<file path="src/rtl/microseq_if.sv">
// Controller <-> datapath bundle: microword and status in, decoder index and strobes out.
interface microseq_if #(
  parameter int unsigned WordSize  = 8,
  parameter int unsigned UstepBits = 4,
  parameter int unsigned AluopBits = 5,
  parameter int unsigned LoadBits  = 3,
  parameter int unsigned DbusBits  = 2,
  parameter int unsigned JumpBits  = 3
);
  localparam int unsigned CtrlWidth = AluopBits + LoadBits + DbusBits + JumpBits + 5;

  logic [WordSize-1:0]           databus;
  logic [CtrlWidth-1:0]          uword;
  logic                          alu_c;
  logic                          alu_z;
  logic                          alu_n;
  logic                          alu_v;
  logic                          io_ready;

  logic [WordSize+UstepBits-1:0] uaddr;
  logic [WordSize-1:0]           IRval;
  logic [AluopBits-1:0]          ALUop;
  logic [DbusBits-1:0]           DbusOp;
  logic [2**LoadBits-1:0]        load_n;
  logic                          PCload;
  logic                          PCincr;
  logic                          ARena;
  logic                          stall;
  logic                          ustep_ovf;

  modport master (
    input  databus, uword, alu_c, alu_z, alu_n, alu_v, io_ready,
    output uaddr, IRval, ALUop, DbusOp, load_n, PCload, PCincr, ARena, stall, ustep_ovf
  );

  modport slave (
    output databus, uword, alu_c, alu_z, alu_n, alu_v, io_ready,
    input  uaddr, IRval, ALUop, DbusOp, load_n, PCload, PCincr, ARena, stall, ustep_ovf
  );
endinterface

</file>
<file path="src/rtl/microseq_ctrl.sv">
// Microsequencer for the CSCvon8 family: IR, microstep counter, latched flags, jump
// evaluation and I/O wait stalls; decodes the ROM microword into active-low strobes.
module microseq_ctrl #(
  parameter int unsigned WordSize  = 8,
  parameter int unsigned UstepBits = 4,
  parameter int unsigned AluopBits = 5,
  parameter int unsigned LoadBits  = 3,
  parameter int unsigned DbusBits  = 2,
  parameter int unsigned JumpBits  = 3
) (
  input logic       clk,
  input logic       reset,
  microseq_if.master bus
);
  localparam int unsigned LoadPos = AluopBits;
  localparam int unsigned DbusPos = LoadPos + LoadBits;
  localparam int unsigned JumpPos = DbusPos + DbusBits;
  localparam int unsigned CtlPos  = JumpPos + JumpBits;

  logic [LoadBits-1:0]  load_op;
  logic [JumpBits-1:0]  jump_op;
  logic                 arena_n;
  logic                 pcincr_n;
  logic                 usreset_n;
  logic                 flag_latch_n;
  logic                 wait_req;

  logic [UstepBits-1:0] step_q, step_d;
  logic [WordSize-1:0]  ir_q, ir_d;
  logic [3:0]           flags_q, flags_d;  // {V,N,Z,C}
  logic                 ovf_q, ovf_d;

  logic                 stall;
  logic [7:0]           cond_vec;
  logic                 jump_take;
  logic [2**LoadBits-1:0] load_n;

  assign load_op      = bus.uword[LoadPos +: LoadBits];
  assign jump_op      = bus.uword[JumpPos +: JumpBits];
  assign arena_n      = bus.uword[CtlPos];
  assign pcincr_n     = bus.uword[CtlPos + 1];
  assign usreset_n    = bus.uword[CtlPos + 2];
  assign flag_latch_n = bus.uword[CtlPos + 3];
  assign wait_req     = bus.uword[CtlPos + 4];

  assign stall = wait_req & ~bus.io_ready;

  // Conditions are evaluated on latched flags only, so a latch in the same word is not seen.
  assign cond_vec  = {1'b1, ~flags_q[1], ~flags_q[0], flags_q[3], flags_q[2], flags_q[1],
                      flags_q[0], 1'b0};
  assign jump_take = cond_vec[jump_op[2:0]];

  always_comb begin
    load_n = '1;
    if (!stall && (load_op != '0)) begin
      load_n[load_op] = 1'b0;
    end
  end

  always_comb begin
    step_d  = step_q;
    ir_d    = ir_q;
    flags_d = flags_q;
    ovf_d   = ovf_q;
    if (!stall) begin
      if (!usreset_n) begin
        step_d = '0;
      end else begin
        step_d = step_q + UstepBits'(1);
        if (step_q == '1) begin
          ovf_d = 1'b1;
        end
      end
      if (!load_n[1]) begin
        ir_d = bus.databus;
      end
      if (!flag_latch_n) begin
        flags_d = {bus.alu_v, bus.alu_n, bus.alu_z, bus.alu_c};
      end
    end
  end

  always_ff @(posedge clk) begin
    if (!reset) begin
      step_q  <= '0;
      ir_q    <= '0;
      flags_q <= '0;
      ovf_q   <= 1'b0;
    end else begin
      step_q  <= step_d;
      ir_q    <= ir_d;
      flags_q <= flags_d;
      ovf_q   <= ovf_d;
    end
  end

  assign bus.uaddr     = {ir_q, step_q};
  assign bus.IRval     = ir_q;
  assign bus.ALUop     = bus.uword[AluopBits-1:0];
  assign bus.DbusOp    = bus.uword[DbusPos +: DbusBits];
  assign bus.load_n    = load_n;
  assign bus.PCload    = stall | ~jump_take;
  assign bus.PCincr    = stall | pcincr_n;
  assign bus.ARena     = arena_n;
  assign bus.stall     = stall;
  assign bus.ustep_ovf = ovf_q;
endmodule

</file>
<file path="src/flat_wrapper.sv">
// flat-port wrapper written by rule: the top's interface ports become plain ports
module microseq_ctrl_flat 
#(
  parameter int unsigned WordSize  = 8,
  parameter int unsigned UstepBits = 4,
  parameter int unsigned AluopBits = 5,
  parameter int unsigned LoadBits  = 3,
  parameter int unsigned DbusBits  = 2,
  parameter int unsigned JumpBits  = 3
)
  (clk, reset, bus_databus, bus_uword, bus_alu_c, bus_alu_z, bus_alu_n, bus_alu_v, bus_io_ready, bus_uaddr, bus_IRval, bus_ALUop, bus_DbusOp, bus_load_n, bus_PCload, bus_PCincr, bus_ARena, bus_stall, bus_ustep_ovf);
  microseq_if #(.WordSize(WordSize), .UstepBits(UstepBits), .AluopBits(AluopBits), .LoadBits(LoadBits), .DbusBits(DbusBits), .JumpBits(JumpBits)) bus_i ();
  input logic clk;
  input logic reset;
  input wire logic [$bits(bus_i.databus)-1:0] bus_databus;
  input wire logic [$bits(bus_i.uword)-1:0] bus_uword;
  input wire logic [$bits(bus_i.alu_c)-1:0] bus_alu_c;
  input wire logic [$bits(bus_i.alu_z)-1:0] bus_alu_z;
  input wire logic [$bits(bus_i.alu_n)-1:0] bus_alu_n;
  input wire logic [$bits(bus_i.alu_v)-1:0] bus_alu_v;
  input wire logic [$bits(bus_i.io_ready)-1:0] bus_io_ready;
  output wire logic [$bits(bus_i.uaddr)-1:0] bus_uaddr;
  output wire logic [$bits(bus_i.IRval)-1:0] bus_IRval;
  output wire logic [$bits(bus_i.ALUop)-1:0] bus_ALUop;
  output wire logic [$bits(bus_i.DbusOp)-1:0] bus_DbusOp;
  output wire logic [$bits(bus_i.load_n)-1:0] bus_load_n;
  output wire logic [$bits(bus_i.PCload)-1:0] bus_PCload;
  output wire logic [$bits(bus_i.PCincr)-1:0] bus_PCincr;
  output wire logic [$bits(bus_i.ARena)-1:0] bus_ARena;
  output wire logic [$bits(bus_i.stall)-1:0] bus_stall;
  output wire logic [$bits(bus_i.ustep_ovf)-1:0] bus_ustep_ovf;
  assign bus_i.databus = bus_databus;
  assign bus_i.uword = bus_uword;
  assign bus_i.alu_c = bus_alu_c;
  assign bus_i.alu_z = bus_alu_z;
  assign bus_i.alu_n = bus_alu_n;
  assign bus_i.alu_v = bus_alu_v;
  assign bus_i.io_ready = bus_io_ready;
  assign bus_uaddr = bus_i.uaddr;
  assign bus_IRval = bus_i.IRval;
  assign bus_ALUop = bus_i.ALUop;
  assign bus_DbusOp = bus_i.DbusOp;
  assign bus_load_n = bus_i.load_n;
  assign bus_PCload = bus_i.PCload;
  assign bus_PCincr = bus_i.PCincr;
  assign bus_ARena = bus_i.ARena;
  assign bus_stall = bus_i.stall;
  assign bus_ustep_ovf = bus_i.ustep_ovf;
  microseq_ctrl #(.WordSize(WordSize), .UstepBits(UstepBits), .AluopBits(AluopBits), .LoadBits(LoadBits), .DbusBits(DbusBits), .JumpBits(JumpBits)) u_core (.clk(clk), .reset(reset), .bus(bus_i));
endmodule
</file>
<file path="config.mk">
export PLATFORM = sky130hd
export DESIGN_NAME = microseq_ctrl_flat
export DESIGN_NICKNAME = d
export VERILOG_FILES = /design/src/rtl/microseq_if.sv /design/src/rtl/microseq_ctrl.sv /design/src/flat_wrapper.sv
export SDC_FILE = /design/constraint.sdc
export NUM_CORES = 1
export LEC_CHECK = 0
export CORE_MARGIN = 2
export CORE_UTILIZATION = 36
export DETAILED_ROUTE_END_ITERATION = 16
export PLACE_DENSITY = 0.9
export SYNTH_ARGS = -nofsm -noshare
export SYNTH_HDL_FRONTEND = slang
export SYNTH_SLANG_ARGS = --single-unit
</file>
<file path="constraint.sdc">
create_clock -name clk -period 3.1 [get_ports clk]
set_input_delay 0.62 -clock clk [delete_from_list [all_inputs] [get_ports clk]]
set_output_delay 0.62 -clock clk [all_outputs]
set_load 0.005 [all_outputs]
</file>
==> impl_results.md, run 1 <==
* Status: complete, no violations
* WHS Path Cells at 2
* Seq cells post-synth at 17
* Die Area at 3170 µm²
* Synth area leader: dfxtp_1
* Place WS at approximately 250 ps
* Worst reg2reg path endpoint: u_core.step_q[3]
* Most frequent cells in the layout: clkdlybuf4s50_1, dfxtp_1, a21oi_1, nand3_1, nand4_1
* Vert. Die Dim at 56.3 µm
* Highest clock rate at 350 MHz
* Worst min path class: reg -> reg
* VDD IR max at between 0.15 and 0.2 mV
* Crit-path most repeated cell: clkdlybuf4s50_1
* Synth Area per Inst at 8.01 µm²
* DR iter-0 viols at slightly above 60
* Pleak at 0.000522 µW
* Pin count of the biggest net entering global routing at 22
* Clock Path Buffers at 2
* Hold slack at ~480 ps
* Final Cycle Share at 0.921
* Cts bufs inserted at 3
* Endpoints failing hold at 0
* Critical path endpoint category: output port
* Destination of the worst hold path: u_core.bus.ustep_ovf
* CTS sink count at 17
* Synth-to-Final Area Change at 49.7%
* RSZ-0062 raised after global routing: no
* Synth Net Count at 157
* Final setup viols at 0
* Clock latency on the worst-skew pair at 280 ps
* Final antenna-violating net count at 0
* Number of antenna violations at the first check in global routing at 0
* Routability-driven placement congestion ratio at 0.820
* Per-cell routed wire length at 13.6 µm
* Commonest non-fill, non-tap cell in the layout: clkdlybuf4s50_1
* Post-Route WL at 2620 µm
* Setup TNS Final at 0 ps
* Tmin final at 2860 ps
* CP required at between 2000 and 2500 ps
* PortBufs at 55
* CP startpoint kind: input port
* CTS H-tree lvls at 1
* Flop2flop setup slack at 1900 ps
* # rows at 18
* Post-CTS Resized at 0
* Share of cells above drive strength 1 at 0.0741
* Slowest cell on the critical path: clkdlybuf4s50_1
* Yosys warns at 0
* Clock skew at about 5.8 ps
* DIE WIDTH at 56.3 µm
* Global-route wire length before repair at 4220 µm
* Worst hold path startpoint: u_core.bus.ustep_ovf
* DR pass1 iterations at 4
* Post-cts hold buffer count at 0
* All-Layer GR Usage at 0.165
* Reg2reg start: u_core.step_q[2]
* Gate Count Post-Synth at 123
* Routed vias/inst at 5.56
* DRC viols at 0
* Maxcap violations at 0
* Post-CTS Repair Setup Buffers at 0
* Critical-path maximum fanout at 5
* Worst setup margin at 244 ps
* Antenna Cells at 0
* Register area share after synthesis at 0.346
* Vias in the first global route at 986
* Top cell type's share of synthesized area at 0.346
* Clk slew on worst S/H paths at 90 ps
* Vias at 1,068
* CP cell instances: clkdlybuf4s50_1, mux2_2, nand2_1, a221o_1, clkdlybuf4s50_1
* CTS tree: yes
* Boundary Pins at 73
* Root buffer selected by CTS: clkbuf_4
* Final nets at 197
* GRT overflow at 0
* Initial Utilization at 0.387
* FF-to-FF path depth at 3
* PwrDens at 310 nW/µm²
* Synth unique cells at 29
* Synth Cell Area at 985 µm²
* Top cells by area, synth: dfxtp_1, buf_4, a21oi_1
* Hpwl dp at 1980 µm
* Worst Path Arrival at 2240 ps
* Setup CP Type: in -> out
* CP peak stage delay at approximately 550 ps
* FILL cells at 220
* Core footprint at 2540 µm²
* Slew Limit Fails at 0
-- how the worst max path moves through the flow --
stage	slack (ps)	from	endpoint	cells after the start
after floorplan	1140	bus_io_ready	bus_PCload	5
after global placement	300	bus_uword[11]	bus_PCload	5
after detailed placement	250	bus_uword[11]	bus_PCload	5
after CTS	240	bus_uword[11]	bus_PCload	5
after global routing	170	bus_uword[11]	bus_PCload	5
final	240	bus_uword[11]	bus_PCload	5
-- metrics by stage --
step | instances | power (µW) | utilization | instance area, µm²
after global routing | 192 | 479 | 0.579 | 1470
after CTS | 192 | 462 | 0.579 | 1470
after detailed placement | 188 | 346 | 0.568 | 1450
after global placement | 188 | 343 | 0.568 | 1450
final | 192 | 457 | 0.579 | 1470
after floorplan | 123 | 288 | - | 985
-- sequential cells by signal, indices dropped and copies added, names as in the netlist --
| name | flops |
|---|---|
| u_core.bus.IRval | 8 |
| u_core.step_q | 4 |
| u_core.flags_q | 4 |
| u_core.bus.ustep_ovf | 1 |
-- cell type report --
cell class,count,area (µm²),area share
clock buffer,3,22.5,0.0153
clock inverter,1,5.00,0.00340
inverter,5,18.8,0.0127
multi-input combinational,76,462,0.313
sequential,17,340,0.231
tap,30,37.5,0.0255
timing repair buffer,60,588,0.399
-- routing by layer --
metal | up-vias | wire, µm | global-route usage
li1 | 505 | - | -
met5 | - | 0 | 0
met3 | 6 | 344 | 0.0737
met1 | 473 | 1030 | 0.179
met4 | 0 | 33 | 0.0850
met2 | 84 | 1200 | 0.271
-- power by group --
group,switching [µW],total (µW),internal (µW)
Clock,67.5,115,47.9
Sequential,5.53,231,226
Combinational,44.7,111,66.1
Total,118,457,340
-- cells in the mapped netlist (all sizes together) --
library cell	instances
nand2	7
clkinv	2
buf	20
conb	1
nor2	2
and2	1
o31ai	8
mux2	1
nand2b	4
a21oi	14
dfxtp	17
o21ai	4
nand3	10
nand4	9
ha	1
a221o	1
clkbuf	5
a41oi	1
inv	3
a311oi	1
or4b	1
a31oi	3
or4	1
o32ai	1
nor2b	4
nand3b	1
-- cell families (layout without fill, tap and decap cells) --
kind of cell	after synthesis	after routing	synth area share
adders and majority gates	1	1	0.0127
buffers and inverters	30	69	0.186
and+or+nand+nor	40	40	0.233
other	1	1	0.00381
AOI/OAI and AO/OA	33	33	0.208
muxes	1	1	0.0114
DFF	17	17	0.346
-- worst max-delay path: cells and delay by family --
| kind | cells | cell delay [ps] |
|---|---|---|
| AOI/OAI and AO/OA | 1 | 150 |
| and+or+nand+nor | 1 | 70 |
| buffers and inverters | 2 | 1040 |
| muxes | 1 | 360 |
Note: power is estimated with default switching activity, not from simulation.
==> inputs of run 2 (changes only) <==
Settings changed: ABC_CLOCK_PERIOD_IN_PS set to 3100, CTS_CLUSTER_DIAMETER set to 150.
==> results of run 2 <==
Final layout, timing and power as in run 1 (identical DEF).
==> inputs of run 3 (changes only) <==
Settings changed: CORE_ASPECT_RATIO set to 1.2.
==> run 3 against run 2 <==
  * Clock power is essentially flat
  * Final cell count grew 1.6%
  * Clock skew fell by 3.7 ps
  * Non-clock buffer count did not move
  * Register-to-register slack about the same
  * Critical path depth did not move
==> impl_results.md, run 3 (synthesis gave the netlist of run 1 again) <==
* Status: complete, no violations
* Fin util at 0.573 (-0.00634)
* Post-cts hold buffer count at 0 (unchanged)
* Sw power at 118 µW (+0.65%)
* Flop pwr share at 0.502 (-0.003)
* Worst Path Arrival at 2210 ps (-30 ps)
* Clock skew at 2.03 ps (-3.73 ps)
* Clock latency on the worst-skew pair at 280 ps (about the same)
* Maxcap violations at 0 (unchanged)
* Core footprint at 2580 µm² (+1.3%)
* Most frequent cells in the layout: clkdlybuf4s50_1, dfxtp_1, a21oi_1, nand3_1, nand4_1
* Setup TNS Final at 0 ps (unchanged)
* Root buffer selected by CTS: clkbuf_4
* Post-Route WL at 2590 µm (-1.0%)
* Int Pwr at 342 µW (+0.60%)
* Final nets at 197 (unchanged)
* CTS tree: yes
* Setup CP Type: in -> out
* # rows at 20 (+2)
* Vert. Die Dim at 61.3 µm (+8.9%)
* Worst reg2reg path endpoint: u_core.step_q[3]
* Critical-path maximum fanout at 5 (unchanged)
* Slew Limit Fails at 0 (unchanged)
* Vias in the first global route at 974 (-1.2%)
* Clock Path Buffers at 2 (unchanged)
* Max FFs per register at 8 (unchanged)
* Post-CTS Repair Setup Buffers at 0 (unchanged)
* CTS sink count at 17 (unchanged)
* Clock group share of total power at 0.258 (+0.006)
* VDD IR max at 0.154 mV (-4.7%)
* PwrDens at 312 nW/µm² (+0.45%)
* Post-route cell area at 1480 µm² (+0.17%)
* Synth-to-Final Area Change at 49.9%
* WHS Path Cells at 2 (unchanged)
* CP required at 2480 ps (about the same)
* DR pass1 iterations at 4 (unchanged)
* Reg2reg start: u_core.step_q[2]
* Sw frac at 0.258 (about the same)
* Comb power frac at 0.241 (about the same)
* Initial Utilization at 0.382 (-0.00488)
* Final setup viols at 0 (unchanged)
* Worst hold path startpoint: u_core.flags_q[3]
* Highest clock rate at 354 MHz (+1.1%)
* CP startpoint kind: input port
* Placed Area at 1450 µm² (+0.26%)
* Flop2flop setup slack at 1890 ps (about the same)
* DR iter-0 viols at 18 (-71%)
* DRC viols at 0 (unchanged)
* Destination of the worst hold path: u_core.flags_q[3]
* Hpwl dp at 2000 µm (+1.1%)
* Post-CTS Resized at 0 (unchanged)
* FILL cells at 229 (+4.1%)
* Clk slew on worst S/H paths at 100 ps (about the same)
* Worst min path class: reg -> reg
* Vias at 1,048 (-1.9%)
* Endpoints failing hold at 0 (unchanged)
* All-Layer GR Usage at 0.176 (+0.0105)
* Pin count of the biggest net entering global routing at 22 (unchanged)
* Final Cycle Share at 0.912 (-0.00967)
* Tmin final at 2830 ps (-30.0 ps)
* Antenna Cells at 0 (unchanged)
* GRT overflow at 0 (unchanged)
* Routed vias/inst at 5.37 (-3.4%)
* Routability-driven placement congestion ratio at 0.738 (-10%)
* FF-to-FF path depth at 3 (unchanged)
* Final antenna-violating net count at 0 (unchanged)
* PortBufs at 55 (unchanged)
* Global-route wire length before repair at 4260 µm (+1.2%)
* DIE WIDTH at 51.7 µm (-8.1%)
* Cts bufs inserted at 3 (unchanged)
* Die Area at 3170 µm² (about the same)
* RSZ-0062 raised after global routing: no
* Pleak at 0.000519 µW (-0.52%)
* Share of cells above drive strength 1 at 0.0679 (-0.00617)
* Commonest non-fill, non-tap cell in the layout: clkdlybuf4s50_1
* CTS H-tree lvls at 1 (unchanged)
* Boundary Pins at 73 (unchanged)
* Number of antenna violations at the first check in global routing at 0 (unchanged)
* Critical path endpoint category: output port
* Per-cell routed wire length at 13.3 µm (-2.6%)
[run 3: cell types whose count changed in the layout (fill, tap and decap cells not counted), sizes merged]
cell    before  now
clkbuf       3    4
clkinv       3    2
[run 3: stage by stage]
stage	hold slack (ps)	std cells	total power [µW]	setup WS [ps]
6_report	482	195	460	274
5_1_grt	511	195	483	207
4_1_cts	482	195	466	264
3_5_place_dp	468	191	346	266
3_3_place_gp	460	191	343	298
2_1_floorplan	449	123	288	1140
[run 3: worst max-delay path by stage]
stage                  start         end  slack, ps
6_report       bus_uword[11]  bus_PCload        270
5_1_grt        bus_uword[11]  bus_PCload        210
4_1_cts        bus_uword[11]  bus_PCload        260
3_5_place_dp   bus_uword[11]  bus_PCload        270
3_3_place_gp   bus_uword[11]  bus_PCload        300
2_1_floorplan   bus_io_ready  bus_PCload       1140
[run 3: area by class of cell]
cell class | count | area (µm²) | area share
Timing Repair Buffer | 60 | 588 | 0.398
Multi-Input combinational cell | 76 | 462 | 0.313
Sequential cell | 17 | 340 | 0.231
Tap cell | 33 | 41.3 | 0.0280
Clock buffer | 4 | 26.3 | 0.0178
Inverter | 5 | 18.8 | 0.0127
[run 3: layer usage]
| layer | global-route usage | up-vias | part of all wire |
|---|---|---|---|
| met5 | 0 | - | 0 |
| li1 | - | 504 | - |
| met1 | 0.199 | 487 | 0.37 |
| met3 | 0.0146 | 8 | 0.075 |
| met4 | 0.113 | 0 | 0.030 |
| met2 | 0.319 | 49 | 0.52 |
[run 3: power by group through the flow]
stage | logic [µW] | clock network (µW) | registers [µW]
after floorplan | 53.1 | 0 | 235
after global placement | 108 | 0 | 236
after detailed placement | 110 | 0 | 236
after CTS | 110 | 124 | 231
after global routing | 121 | 130 | 232
final | 111 | 118 | 231
[run 3: worst max-delay path: stages]
cell and delay, ps:
clkdlybuf4s50_1 540, mux2_2 350, nand2_1 70, a221o_1 140, clkdlybuf4s50_1 490
